### src/rtl/instr_fetch_stage.sv
// Instruction fetch stage: owns the PC, issues word requests under a credit
// limit, buffers in-order responses in a small FIFO and presents them to decode.
// Redirects flush the FIFO and mark all outstanding responses for discard.
module instr_fetch_stage #(
    parameter int              XLEN     = 32,
    parameter logic [XLEN-1:0] RESET_PC = '0,
    parameter int              DEPTH    = 2
) (
    input  logic            clk,
    input  logic            rst_n,
    output logic            imem_req_valid,
    input  logic            imem_req_ready,
    output logic [XLEN-1:0] imem_req_addr,
    input  logic            imem_rsp_valid,
    input  logic [XLEN-1:0] imem_rsp_data,
    input  logic            redirect_valid,
    input  logic [XLEN-1:0] redirect_pc,
    output logic            if_valid,
    input  logic            if_ready,
    output logic [XLEN-1:0] if_pc,
    output logic [XLEN-1:0] if_instr,
    output logic [6:0]      if_opcode,
    output logic [2:0]      if_funct3,
    output logic [6:0]      if_funct7
);

    localparam int CW = $clog2(DEPTH + 1);
    localparam int PW = (DEPTH > 1) ? $clog2(DEPTH) : 1;
    localparam int SW = CW + 2;

    logic [XLEN-1:0] pc_reg, pc_next;
    logic [CW-1:0]   count_reg, count_next;
    logic [CW-1:0]   inflight_reg, inflight_next;
    logic [CW-1:0]   drop_reg, drop_next;
    logic [PW-1:0]   rd_ptr_reg, rd_ptr_next;
    logic [PW-1:0]   wr_ptr_reg, wr_ptr_next;
    logic [XLEN-1:0] fifo_pc_mem    [DEPTH];
    logic [XLEN-1:0] fifo_instr_mem [DEPTH];

    logic [SW-1:0]   credit_sum;
    logic            credit_ok;
    logic            req_fire;
    logic            rsp_drop;
    logic            push;
    logic            pop;
    logic [XLEN-1:0] rsp_pc;

    function automatic logic [PW-1:0] ptr_inc(input logic [PW-1:0] p);
        return (p == PW'(DEPTH - 1)) ? '0 : p + PW'(1);
    endfunction

    // Credit, handshake qualification and output wiring.
    always_comb begin
        credit_sum     = SW'(count_reg) + SW'(inflight_reg) + SW'(drop_reg);
        credit_ok      = credit_sum < SW'(DEPTH);
        imem_req_valid = rst_n & credit_ok & ~redirect_valid;
        imem_req_addr  = pc_reg;
        req_fire       = imem_req_valid & imem_req_ready;
        rsp_drop       = imem_rsp_valid & (drop_reg != '0);
        push           = imem_rsp_valid & (drop_reg == '0) & (inflight_reg != '0) & ~redirect_valid;
        if_valid       = (count_reg != '0);
        pop            = if_valid & if_ready & ~redirect_valid;
        // Outstanding requests are consecutive words ending just below pc,
        // so the oldest one sits inflight words behind it.
        rsp_pc         = pc_reg - ({{(XLEN-CW){1'b0}}, inflight_reg} << 2);
        if_pc          = fifo_pc_mem[rd_ptr_reg];
        if_instr       = fifo_instr_mem[rd_ptr_reg];
        if_opcode      = if_instr[6:0];
        if_funct3      = if_instr[14:12];
        if_funct7      = if_instr[31:25];
    end

    // Next-state for PC, counters and FIFO pointers; redirect overrides all.
    always_comb begin
        pc_next       = pc_reg;
        count_next    = count_reg;
        inflight_next = inflight_reg;
        drop_next     = drop_reg;
        rd_ptr_next   = rd_ptr_reg;
        wr_ptr_next   = wr_ptr_reg;
        if (redirect_valid) begin
            pc_next       = redirect_pc & ~XLEN'(3);
            count_next    = '0;
            rd_ptr_next   = '0;
            wr_ptr_next   = '0;
            inflight_next = '0;
            // A response landing in this cycle belongs to the old stream and
            // consumes one of the discards it would otherwise be owed.
            drop_next     = drop_reg + inflight_reg
                          - CW'(imem_rsp_valid & ((drop_reg != '0) | (inflight_reg != '0)));
        end else begin
            if (req_fire) begin
                pc_next = pc_reg + XLEN'(4);
            end
            inflight_next = inflight_reg + CW'(req_fire) - CW'(push);
            drop_next     = drop_reg - CW'(rsp_drop);
            count_next    = count_reg + CW'(push) - CW'(pop);
            if (push) begin
                wr_ptr_next = ptr_inc(wr_ptr_reg);
            end
            if (pop) begin
                rd_ptr_next = ptr_inc(rd_ptr_reg);
            end
        end
    end

    // Control state registers.
    always_ff @(posedge clk or negedge rst_n) begin
        if (!rst_n) begin
            pc_reg       <= RESET_PC;
            count_reg    <= '0;
            inflight_reg <= '0;
            drop_reg     <= '0;
            rd_ptr_reg   <= '0;
            wr_ptr_reg   <= '0;
        end else begin
            pc_reg       <= pc_next;
            count_reg    <= count_next;
            inflight_reg <= inflight_next;
            drop_reg     <= drop_next;
            rd_ptr_reg   <= rd_ptr_next;
            wr_ptr_reg   <= wr_ptr_next;
        end
    end

    // FIFO storage; cleared on reset so the head reads zero while empty.
    always_ff @(posedge clk or negedge rst_n) begin
        if (!rst_n) begin
            for (int i = 0; i < DEPTH; i++) begin
                fifo_pc_mem[i]    <= '0;
                fifo_instr_mem[i] <= '0;
            end
        end else if (push) begin
            fifo_pc_mem[wr_ptr_reg]    <= rsp_pc;
            fifo_instr_mem[wr_ptr_reg] <= imem_rsp_data;
        end
    end

endmodule

### config.mk
export PLATFORM = sky130hd
export DESIGN_NAME = instr_fetch_stage
export DESIGN_NICKNAME = d
export VERILOG_FILES = /design/src/rtl/instr_fetch_stage.sv
export SDC_FILE = /design/constraint.sdc
export NUM_CORES = 1
export LEC_CHECK = 0
export ABC_AREA = 1
export CAP_MARGIN = 20
export CORE_MARGIN = 2
export CORE_UTILIZATION = 30
export CTS_CLUSTER_DIAMETER = 50
export DETAILED_ROUTE_END_ITERATION = 12
export PLACE_DENSITY_LB_ADDON = 0.15
export REMOVE_ABC_BUFFERS = 1
export SLEW_MARGIN = 15
export SYNTH_ARGS = -nofsm -noshare
export SYNTH_HDL_FRONTEND = slang
export SYNTH_SLANG_ARGS = --single-unit
### constraint.sdc
create_clock -name clk -period 6.25 [get_ports clk]
set_clock_uncertainty 0.1 [all_clocks]
set_input_delay 0.625 -clock clk [delete_from_list [all_inputs] [get_ports clk]]
set_output_delay 0.625 -clock clk [all_outputs]
set_load 0.01 [all_outputs]
==> metrics.txt <==
status finished, final reports clean; switching power total approximately 1200 uW; number of clock sinks around 160; Post-synth top flop dfrtp_1; Antenna Nets Post-Route 0; Seq/Total Area, Yosys between 40% and 50%; Crit Path Category flip-flop to primary output; Port Buf Inserts between 150 and 200; kind of end point of the critical path primary output; total of max-cap violations 0; # IOs between 150 and 200; ant diodes 0; final WL 27000 um; Largest delay share family, worst path buffers and inverters; clock-pin slew on the worst setup and hold paths around 70 ps; vias in the first global route between 7000 and 8000; DIE AREA about 0.032 mm^2; nets 1512; synthesis-stage register bit count 162; total chip power 3610 uW; number of setup buffers added after CTS 0; DIE HEIGHT 180 um; post_cts resized 0; total CTS buffers 17; crit-path cells buf_4 -> inv_2 -> buf_4 -> nand2_1 -> nand2_1 -> clkdlybuf4s50_1; Biggest register fifo_instr_mem; Netlist cell types 36; placed instance area 0.0111 mm^2; Int Power 2380 uW; clock network fraction of total power 29.0%; first-pass GRT wire length 44200 um; worst slew pin tran 880 ps; H-tree Lvls 4; CP arrival ~3000 ps; DP Wirelength 18500 um; Post-Syn Instances 1305; drt first-iter violations 655; Slowest-stage cell, CP buf_4; RSZ-0062 raised after global routing false; vias per cell 4.50; Flop pwr share 38.5%; Net Sw Frac 34.1%; insertion delay to the later sink of the worst-skew pair 420 ps; CTS tree built; Avg WL per Cell between 10 and 15 um; Placer Congestion 0.853; fin util between 30% and 40%; Pleak 0.00572 uW; most area-hungry cell type in the Yosys netlist dfrtp_1; Max Clk Rate 268 MHz; routed vias 8261; final hold violation count 0; power per standard cell area 308 mW/mm^2; Critical Path RT ~5500 ps; # hold bufs at CTS 0; Initial Util 30.4%; Setup WS post-layout 2520 ps; Post-synth EDFFs 0; largest net degree at the start of global routing between 90 and 100; area of the core 0.0306 mm^2; Final Instance Area about 0.012 mm^2; First-pass DRT Iterations 5; Crit path buffers/inverters 4; CP Launch Type flip-flop; dpl ws 2870 ps; Die X 180 um; Slew Viols, Final 0; class of the worst hold path input port to async pin; reg2reg setup slack roughly 3300 ps; max reg flops 64; Max VDD drop 0.171 mV; global-route total usage across every layer 17.0%; DRC 0; Ys Warns 0; Final setup violation count 0; GRT Residual Overflow 0; antenna violations before repair 0; CTS root buf clkbuf_16; Slew headroom between 40% and 50%; setup TNS 0 ps; Final min period 3730 ps; Post-Syn Area per Cell between 7 and 8 um^2; combinational power share 32.5%; period utilisation layout about three fifths; area fraction of the dominant cell type after synthesis between 40% and 50%; Core Rows 64; CP peak stage delay 640 ps; Worst R2R Path Depth 11; asr flop ratio synth 100%; share of layout cells above drive strength 1 6.18%; WP depth 6; Mapped Area 0.00931 mm^2; Layout area overhead 26.0%; Synth area leaders dfrtp_1 44%, nand2_1 24%, nor2_1 4.8%; clk buf depth 2; crit-path max FO 73
-- per-layer routing --
| metal | part of all wire [%] | global-route usage (%) | wire length, um |
|---|---|---|---|
| met5 | 0 | 0 | 0 |
| met4 | 0.96 | 4.23 | 259 |
| met3 | 4.3 | 3.21 | 1160 |
| met2 | 44 | 25.6 | 11900 |
| met1 | 51 | 24.9 | 13700 |
-- final cells by class --
cell class / instances / area, um^2
tap: 396 / 495
timing repair buffer: 185 / 1860
multi-input combinational: 954 / 4340
inverter: 108 / 410
clock inverter: 13 / 125
sequential: 162 / 4060
clock buffer: 19 / 453
fill: 3329 / 18900
-- power by group through the flow --
stage                     logic [uW]  registers [uW]  clock network [uW]
after detailed placement        1190            1410                   0
after global routing            1310            1420                1130
final                           1170            1390                1050
after floorplan                  563            1370                   0
after CTS                       1190            1390                1090
after global placement          1170            1410                   0
-- per-stage QoR --
step / instances / hold WS (ps)
CTS: 1836 / 81.2
floorplan: 1224 / 229
global placement: 1804 / 355
global route: 1837 / 97.0
finish: 1837 / 66.8
detailed placement: 1804 / 360
-- Yosys cell counts, types with 2 or more instances --
library cell / number
nor2_1: 118
nand2_2: 2
o21ai_1: 40
buf_4: 25
nand3_1: 56
nor2_2: 4
buf_2: 22
buf_6: 12
dfrtp_1: 162
inv_4: 2
o21ai_0: 42
nand4_1: 7
ha_1: 12
o211ai_1: 4
inv_2: 3
inv_1: 102
xor2_1: 26
clkbuf_1: 23
nand2_1: 585
o21bai_1: 3
or2_2: 3
a21oi_1: 2
xnor2_1: 6
fa_1: 2
o221ai_1: 2
o21ai_2: 29
buf_1: 2
-- path summary, 6_finish.rpt --
| path | startpoint | endpoint |
|---|---|---|
| worst max-delay path | rd_ptr_reg$_DFFE_PN0P_ | if_pc[29] |
| worst max register to register | inflight_reg[1]$_DFF_PN0_ | imem_req_addr[13]$_DFFE_PN0P_ |
| max in group asynchronous | rst_n | rd_ptr_reg$_DFFE_PN0P_ |
| worst min register to register | fifo_pc_mem[5]$_DFFE_PN0P_ | fifo_pc_mem[5]$_DFFE_PN0P_ |
| worst min-delay path | rst_n | fifo_instr_mem[50]$_DFFE_PN0P_ |
| min in group clk | fifo_pc_mem[5]$_DFFE_PN0P_ | fifo_pc_mem[5]$_DFFE_PN0P_ |
-- worst reg2reg max path: stages (launching register included) --
cell	delay, ps
dfrtp_1	470
inv_1	130
fa_1	520
inv_1	40
ha_1	280
nor2_2	50
nand4_4	190
clkinv_1	550
nand2_1	250
o21ai_0	100
o21ai_0	80
nand2_1	60
-- cells by family (layout without fill, tap and decap cells) --
family / after synthesis / count (layout) / share of synthesized area (%)
compound gates: 124 / 124 / 8.14
buf+inv: 192 / 325 / 10.1
flops: 162 / 162 / 43.5
xor+xnor: 32 / 32 / 3.01
fa+ha+maj: 14 / 14 / 2.04
other cells: 1 / 4 / 0.0403
simple gates: 780 / 780 / 33.2
-- placed cells by master, fill, tap and decap left out, types with 5 or more instances in the layout --
master,synthesis,layout
buf_4,25,6
clkbuf_16,0,17
clkdlybuf4s50_1,0,177
clkinvlp_4,0,5
dfrtp_1,162,161
ha_1,12,12
inv_1,102,102
nand2_1,585,584
nand3_1,56,56
nand4_1,7,7
nor2_1,118,118
o21ai_0,42,42
o21ai_1,40,40
o21ai_2,29,29
xnor2_1,6,6
xor2_1,26,26
No activity file was read; power rests on OpenSTA's default activity.
==> RTL change 1, RTL diff (same flow settings) <==
Set the parameter `DEPTH` to 1 (it was 2).
--- a/src/rtl/instr_fetch_stage.sv
+++ b/src/rtl/instr_fetch_stage.sv
@@ -4,7 +4,7 @@
 module instr_fetch_stage #(
     parameter int              XLEN     = 32,
     parameter logic [XLEN-1:0] RESET_PC = '0,
-    parameter int              DEPTH    = 2
+    parameter int              DEPTH    = 1
 ) (
     input  logic            clk,
     input  logic            rst_n,
Behaviour: not the same (a bounded check fails within 4 cycles, from zero or initial values and one cycle with rst_n low).
==> RTL change 1 against the unedited design <==
  * First-iteration DRC count is 57% lower
  * Power is 43% lower
  * Non-clock buffer count is 3 lower
  * Synthesized area is 38% lower
  * Routed wire length is 32% lower
  * Sequential cell count is 67 lower
  * Register-to-register slack better by 0.24 ns
  * Setup slack better by 0.77 ns
  * Design area is 33% lower
==> RTL change 1: results (changes against the unedited design) <==
- The net total in the final layout came to 1,046 (was 1,512).
- The data arrival time of the critical path is 2.23 ns (was 3.00 ns).
- The H-tree depth is 3 (was 4).
- The fraction of met1 tracks used by global routing is 25.6% (was 24.9%).
- The count of routing violations after the opening detailed-route iteration came to 283 (was 655).
- The average via count per standard cell is 4.56 (was 4.50).
- The latest clock arrival within the worst-skew pair is 0.35 ns (was 0.42 ns).
- The share of layout cells above drive strength 1 is 6.04% (was 6.18%).
- The leakage component of the power is 0.00354 µW (was 0.00572 µW).
- The proportion of total power due to net switching is 33.3% (was 34.1%).
- Outcome: complete, no violations (unchanged).
- The worst flop-to-flop path startpoint is inflight_reg (was inflight_reg[1]).
- The total CTS buffers came to 9 (was 17).
- The post-synthesis adder-cell area fraction is 0.997% (was 2.04%).
- The worst-case headroom to the max-slew limit is 48.5% (was 41.3%).
- The critical path capture point is imem_req_valid (was if_pc[29]).
- The number of flip-flops in the largest register is 32 (was 64).
- The number of cell instances on the worst register-to-register path was 8 (was 11).
- The number of global-route vias before repair is 5,354 (was 7,983).
- The total half-perimeter wirelength after legalization and detailed placement is 13,200 µm (was 18,500 µm).
- The final RePlAce weighted congestion is 0.901 (was 0.853).
- The average wire per cell in the routed design is 15.1 µm (was 14.7 µm).
- The pin count of the biggest net entering global routing came to 55 (was 93).
- The largest vdd supply drop is 131 µV (was 171 µV).
- The fraction of synthesized cell area in xor and xnor cells was 3.03% (was 3.01%).
- The compound-cell area share of the yosys netlist is 6.70% (was 8.14%).
- The maximum net fanout on the critical path is 5 (was 73).
- The sequential fraction of the synthesis area is 41.2% (was 43.5%).
- The met2 capacity usage during global routing is 30.0% (was 25.6%).
- The reg-to-reg critical path endpoint is imem_req_addr[11] (was imem_req_addr[13]).
- The worst hold slack came to 0.242 ns (was 0.0668 ns).
## RTL change 1: cell types whose count changed after synthesis, sizes merged, moves of 3 or more
cell,delta
nand2,-232
dfrtp,-67
o21ai,-65
inv,-49
buf,-15
clkbuf,-15
nand3,-15
ha,-9
xor2,-7
xnor2,-5
a21oi,+4
or2,-3
## RTL change 1: area by class of cell
| type | count | area (µm²) |
|---|---|---|
| Clock buffer | 9 | 225 |
| Tap cell | 234 | 293 |
| Sequential cell | 95 | 2380 |
| Multi-Input combinational cell | 626 | 2840 |
| Inverter | 58 | 218 |
| Timing Repair Buffer | 182 | 1810 |
| Fill cell | 2012 | 11000 |
| Clock inverter | 7 | 47.5 |
## RTL change 1: power groups by stage
stage	Clock [µW]	Combinational, µW	Sequential (µW)
after global placement	0	693	864
after detailed placement	0	695	869
after floorplan	0	200	918
after CTS	548	698	857
final	530	686	856
after global routing	566	761	877
## RTL change 1: per-stage QoR
stage,setup slack [ns],utilization [%],instance area [µm²],power (µW),instances
finish,3.29,41.6,7800,2070,1211
global route,3.09,41.6,7800,2200,1211
CTS,3.26,41.6,7800,2100,1211
detailed placement,2.93,40.1,7530,1560,1195
global placement,2.96,40.1,7530,1560,1195
floorplan,3.72,-,5430,1120,779
## RTL change 1: worst max-delay path: stages (launching register included)
cell and delay, ns:
sky130_fd_sc_hd__dfrtp_1 0.44, sky130_fd_sc_hd__fa_1 0.47, sky130_fd_sc_hd__nor2_1 0.23, sky130_fd_sc_hd__nand2_1 0.08
sky130_fd_sc_hd__nor2_1 0.11, sky130_fd_sc_hd__clkdlybuf4s50_1 0.54
## RTL change 1: per-layer routing
layer	wire length [µm]	share of wire (%)
met4	213	1.2
met5	0	0
met2	8010	44
met3	1020	5.6
met1	9020	49
==> RTL change 2, RTL diff (same flow settings) <==
Made on the original files. Reset style: synchronous (`rst_n`), changed in 2 clocked blocks.
--- a/src/rtl/instr_fetch_stage.sv
+++ b/src/rtl/instr_fetch_stage.sv
@@ -105,7 +105,7 @@
     end
 
     // Control state registers.
-    always_ff @(posedge clk or negedge rst_n) begin
+    always_ff @(posedge clk) begin
         if (!rst_n) begin
             pc_reg       <= RESET_PC;
             count_reg    <= '0;
@@ -124,7 +124,7 @@
     end
 
     // FIFO storage; cleared on reset so the head reads zero while empty.
-    always_ff @(posedge clk or negedge rst_n) begin
+    always_ff @(posedge clk) begin
         if (!rst_n) begin
             for (int i = 0; i < DEPTH; i++) begin
                 fifo_pc_mem[i]    <= '0;
Check against the original RTL: differs if rst_n is asserted again (counterexample within 4 cycles, from zero or initial values and one cycle with rst_n low); with rst_n held inactive, the same outputs for 4 cycles.
==> RTL change 2 against the unedited design <==
  * Critical path depth did not move
  * Setup slack gained 0.12 ns
  * Synthesized area decreased by 5.6%
  * Routed wire length decreased by 8.5%
  * Design area is 2.8% lower
  * Synthesized cell count shrank 23%
  * Sequential share of layout area up 5.0 points
  * Global-route usage shrank 0.64 points
  * Utilization is 1.3 points higher
  * Sequential cell count is 1 higher
Power is not compared: it rests on default switching activity, and its combinational part moved more than twofold at a synthesized area within 25%.
==> RTL change 2: results (changes against the unedited design) <==
- The flop-to-flop setup slack is 3.01 ns (was 3.32 ns).
- The net total in the final layout is 1,237 (was 1,512).
- The total half-perimeter wirelength after legalization and detailed placement is 16,700 µm (was 18,500 µm).
- The pin count of the biggest net entering global routing is 64 (was 93).
- The count of routing violations after the opening detailed-route iteration is 367 (was 655).
- Top cells by area in the synthesized netlist: sky130_fd_sc_hd__edfxtp_1 (42%), sky130_fd_sc_hd__dfxtp_1 (8.9%), sky130_fd_sc_hd__nor2_1 (8.3%), sky130_fd_sc_hd__mux2_2 (7.9%), sky130_fd_sc_hd__nand2_1 (7.8%) (was sky130_fd_sc_hd__dfrtp_1 (44%), sky130_fd_sc_hd__nand2_1 (24%), sky130_fd_sc_hd__nor2_1 (4.8%), sky130_fd_sc_hd__inv_1 (4.1%), sky130_fd_sc_hd__nand3_1 (3.0%)).
- The data arrival time of the critical path is 2.88 ns (was 3.00 ns).
- The maximum net fanout on the critical path came to 27 (was 73).
- The routed length on met3 came to 1080 µm (was 1160 µm).
- The number of distinct library cells after synthesis is 31 (was 36).
- The placement-stage worst setup slack is 2.15 ns (was 2.87 ns).
- The reg-to-reg critical path endpoint is imem_req_addr[6] (was imem_req_addr[13]).
- The number of cell instances on the worst register-to-register path came to 10 (was 11).
- The class of the tightest hold or removal check is flop to flop (was input port to asynchronous set/reset pin).
- The count of flip-flops with a built-in enable after synthesis came to 124 (was 0).
- Top cells by instance count after synthesis: sky130_fd_sc_hd__nor2_1 (194), sky130_fd_sc_hd__nand2_1 (183), sky130_fd_sc_hd__edfxtp_1 (124) (was sky130_fd_sc_hd__nand2_1 (585), sky130_fd_sc_hd__dfrtp_1 (162), sky130_fd_sc_hd__nor2_1 (118)).
- The final RePlAce weighted congestion is 0.869 (was 0.853).
- The cell area after placement came to 0.0108 mm² (was 0.0111 mm²).
- The most frequently used flop master after synthesis is sky130_fd_sc_hd__edfxtp_1 (was sky130_fd_sc_hd__dfrtp_1).
- The total wire length is 24,700 µm (was 27,000 µm).
- Outcome: complete, no violations (unchanged).
- The worst flop-to-flop path startpoint was inflight_reg[1] (unchanged).
- The number of global-route vias before repair came to 6,912 (was 7,983).
- The average via count per standard cell came to 4.54 (was 4.50).
- The fraction of synthesis flops using an asynchronous set or reset pin is 0% (was 100%).
- The timing startpoint of the critical path is rst_n (was rd_ptr_reg).
- The sum of met2 wire segment lengths after detailed routing is 11,600 µm (was 11,900 µm).
RTL change 2: cell count changes in the layout (fill, tap and decap cells not counted), moves of 46 or more:
cell	delta
sky130_fd_sc_hd__nor2_1	+76
sky130_fd_sc_hd__edfxtp_1	+124
sky130_fd_sc_hd__mux2_2	+62
sky130_fd_sc_hd__nand2_1	-403
sky130_fd_sc_hd__a21oi_1	+46
sky130_fd_sc_hd__dfrtp_1	-161
RTL change 2: cell families after synthesis:
kind of cell / count (synthesis) / share of synthesized area (%)
AND/OR/NAND/NOR: 466 / 21.9
buffers and inverters: 182 / 9.00
flip-flops: 163 / 51.3
AO/OA/AOI/OAI: 95 / 5.61
multiplexers: 62 / 7.95
XOR/XNOR: 21 / 2.09
adder cells (fa/ha/maj): 14 / 2.16
other: 1 / 0.0427
RTL change 2: area by class of cell:
cell class                 instances  area [µm²]
fill                            2897       17400
sequential                       163        4510
multi-input combinational        662        3510
timing repair buffer             185        1840
tap                              384         480
inverter                         124         465
clock buffer                      17         425
clock inverter                    15         168
RTL change 2: per-layer routing:
layer,vias up,global-route usage [%]
met5,-,0
met4,0,3.37
met3,8,3.07
met2,177,26.7
met1,3298,22.5
li1,3553,-
RTL change 2: worst max path at each step:
| stage | to | slack (ns) | depth (start not counted) |
|---|---|---|---|
| 6_report | imem_req_valid | 2.65 | 6 |
| 5_1_grt | fifo_pc_mem[0][19] | 2.45 | 6 |
| 4_1_cts | imem_req_valid | 2.59 | 6 |
| 3_5_place_dp | fifo_pc_mem[0][23] | 2.15 | 6 |
| 3_3_place_gp | fifo_pc_mem[0][23] | 2.20 | 6 |
| 2_1_floorplan | fifo_instr_mem[0][0] | 2.40 | 3 |
RTL change 2: tightest hold or removal path, stage by stage, from the launching register on:
cell and delay [ns]:
sky130_fd_sc_hd__dfxtp_1 0.30, sky130_fd_sc_hd__inv_1 0.07, sky130_fd_sc_hd__a21oi_1 0.06
RTL change 2: report_power, final:
part	total [µW]	internal [µW]	switching, µW
combinational	321	147	174
sequential	1240	1200	38.9
clock	1080	600	479
RTL change 2: through the flow:
stage                     hold WS [ns]  std cells
after floorplan                  0.347        949
after global placement           0.358       1517
after detailed placement         0.354       1518
after CTS                        0.369       1550
after global routing             0.388       1550
final                            0.369       1550
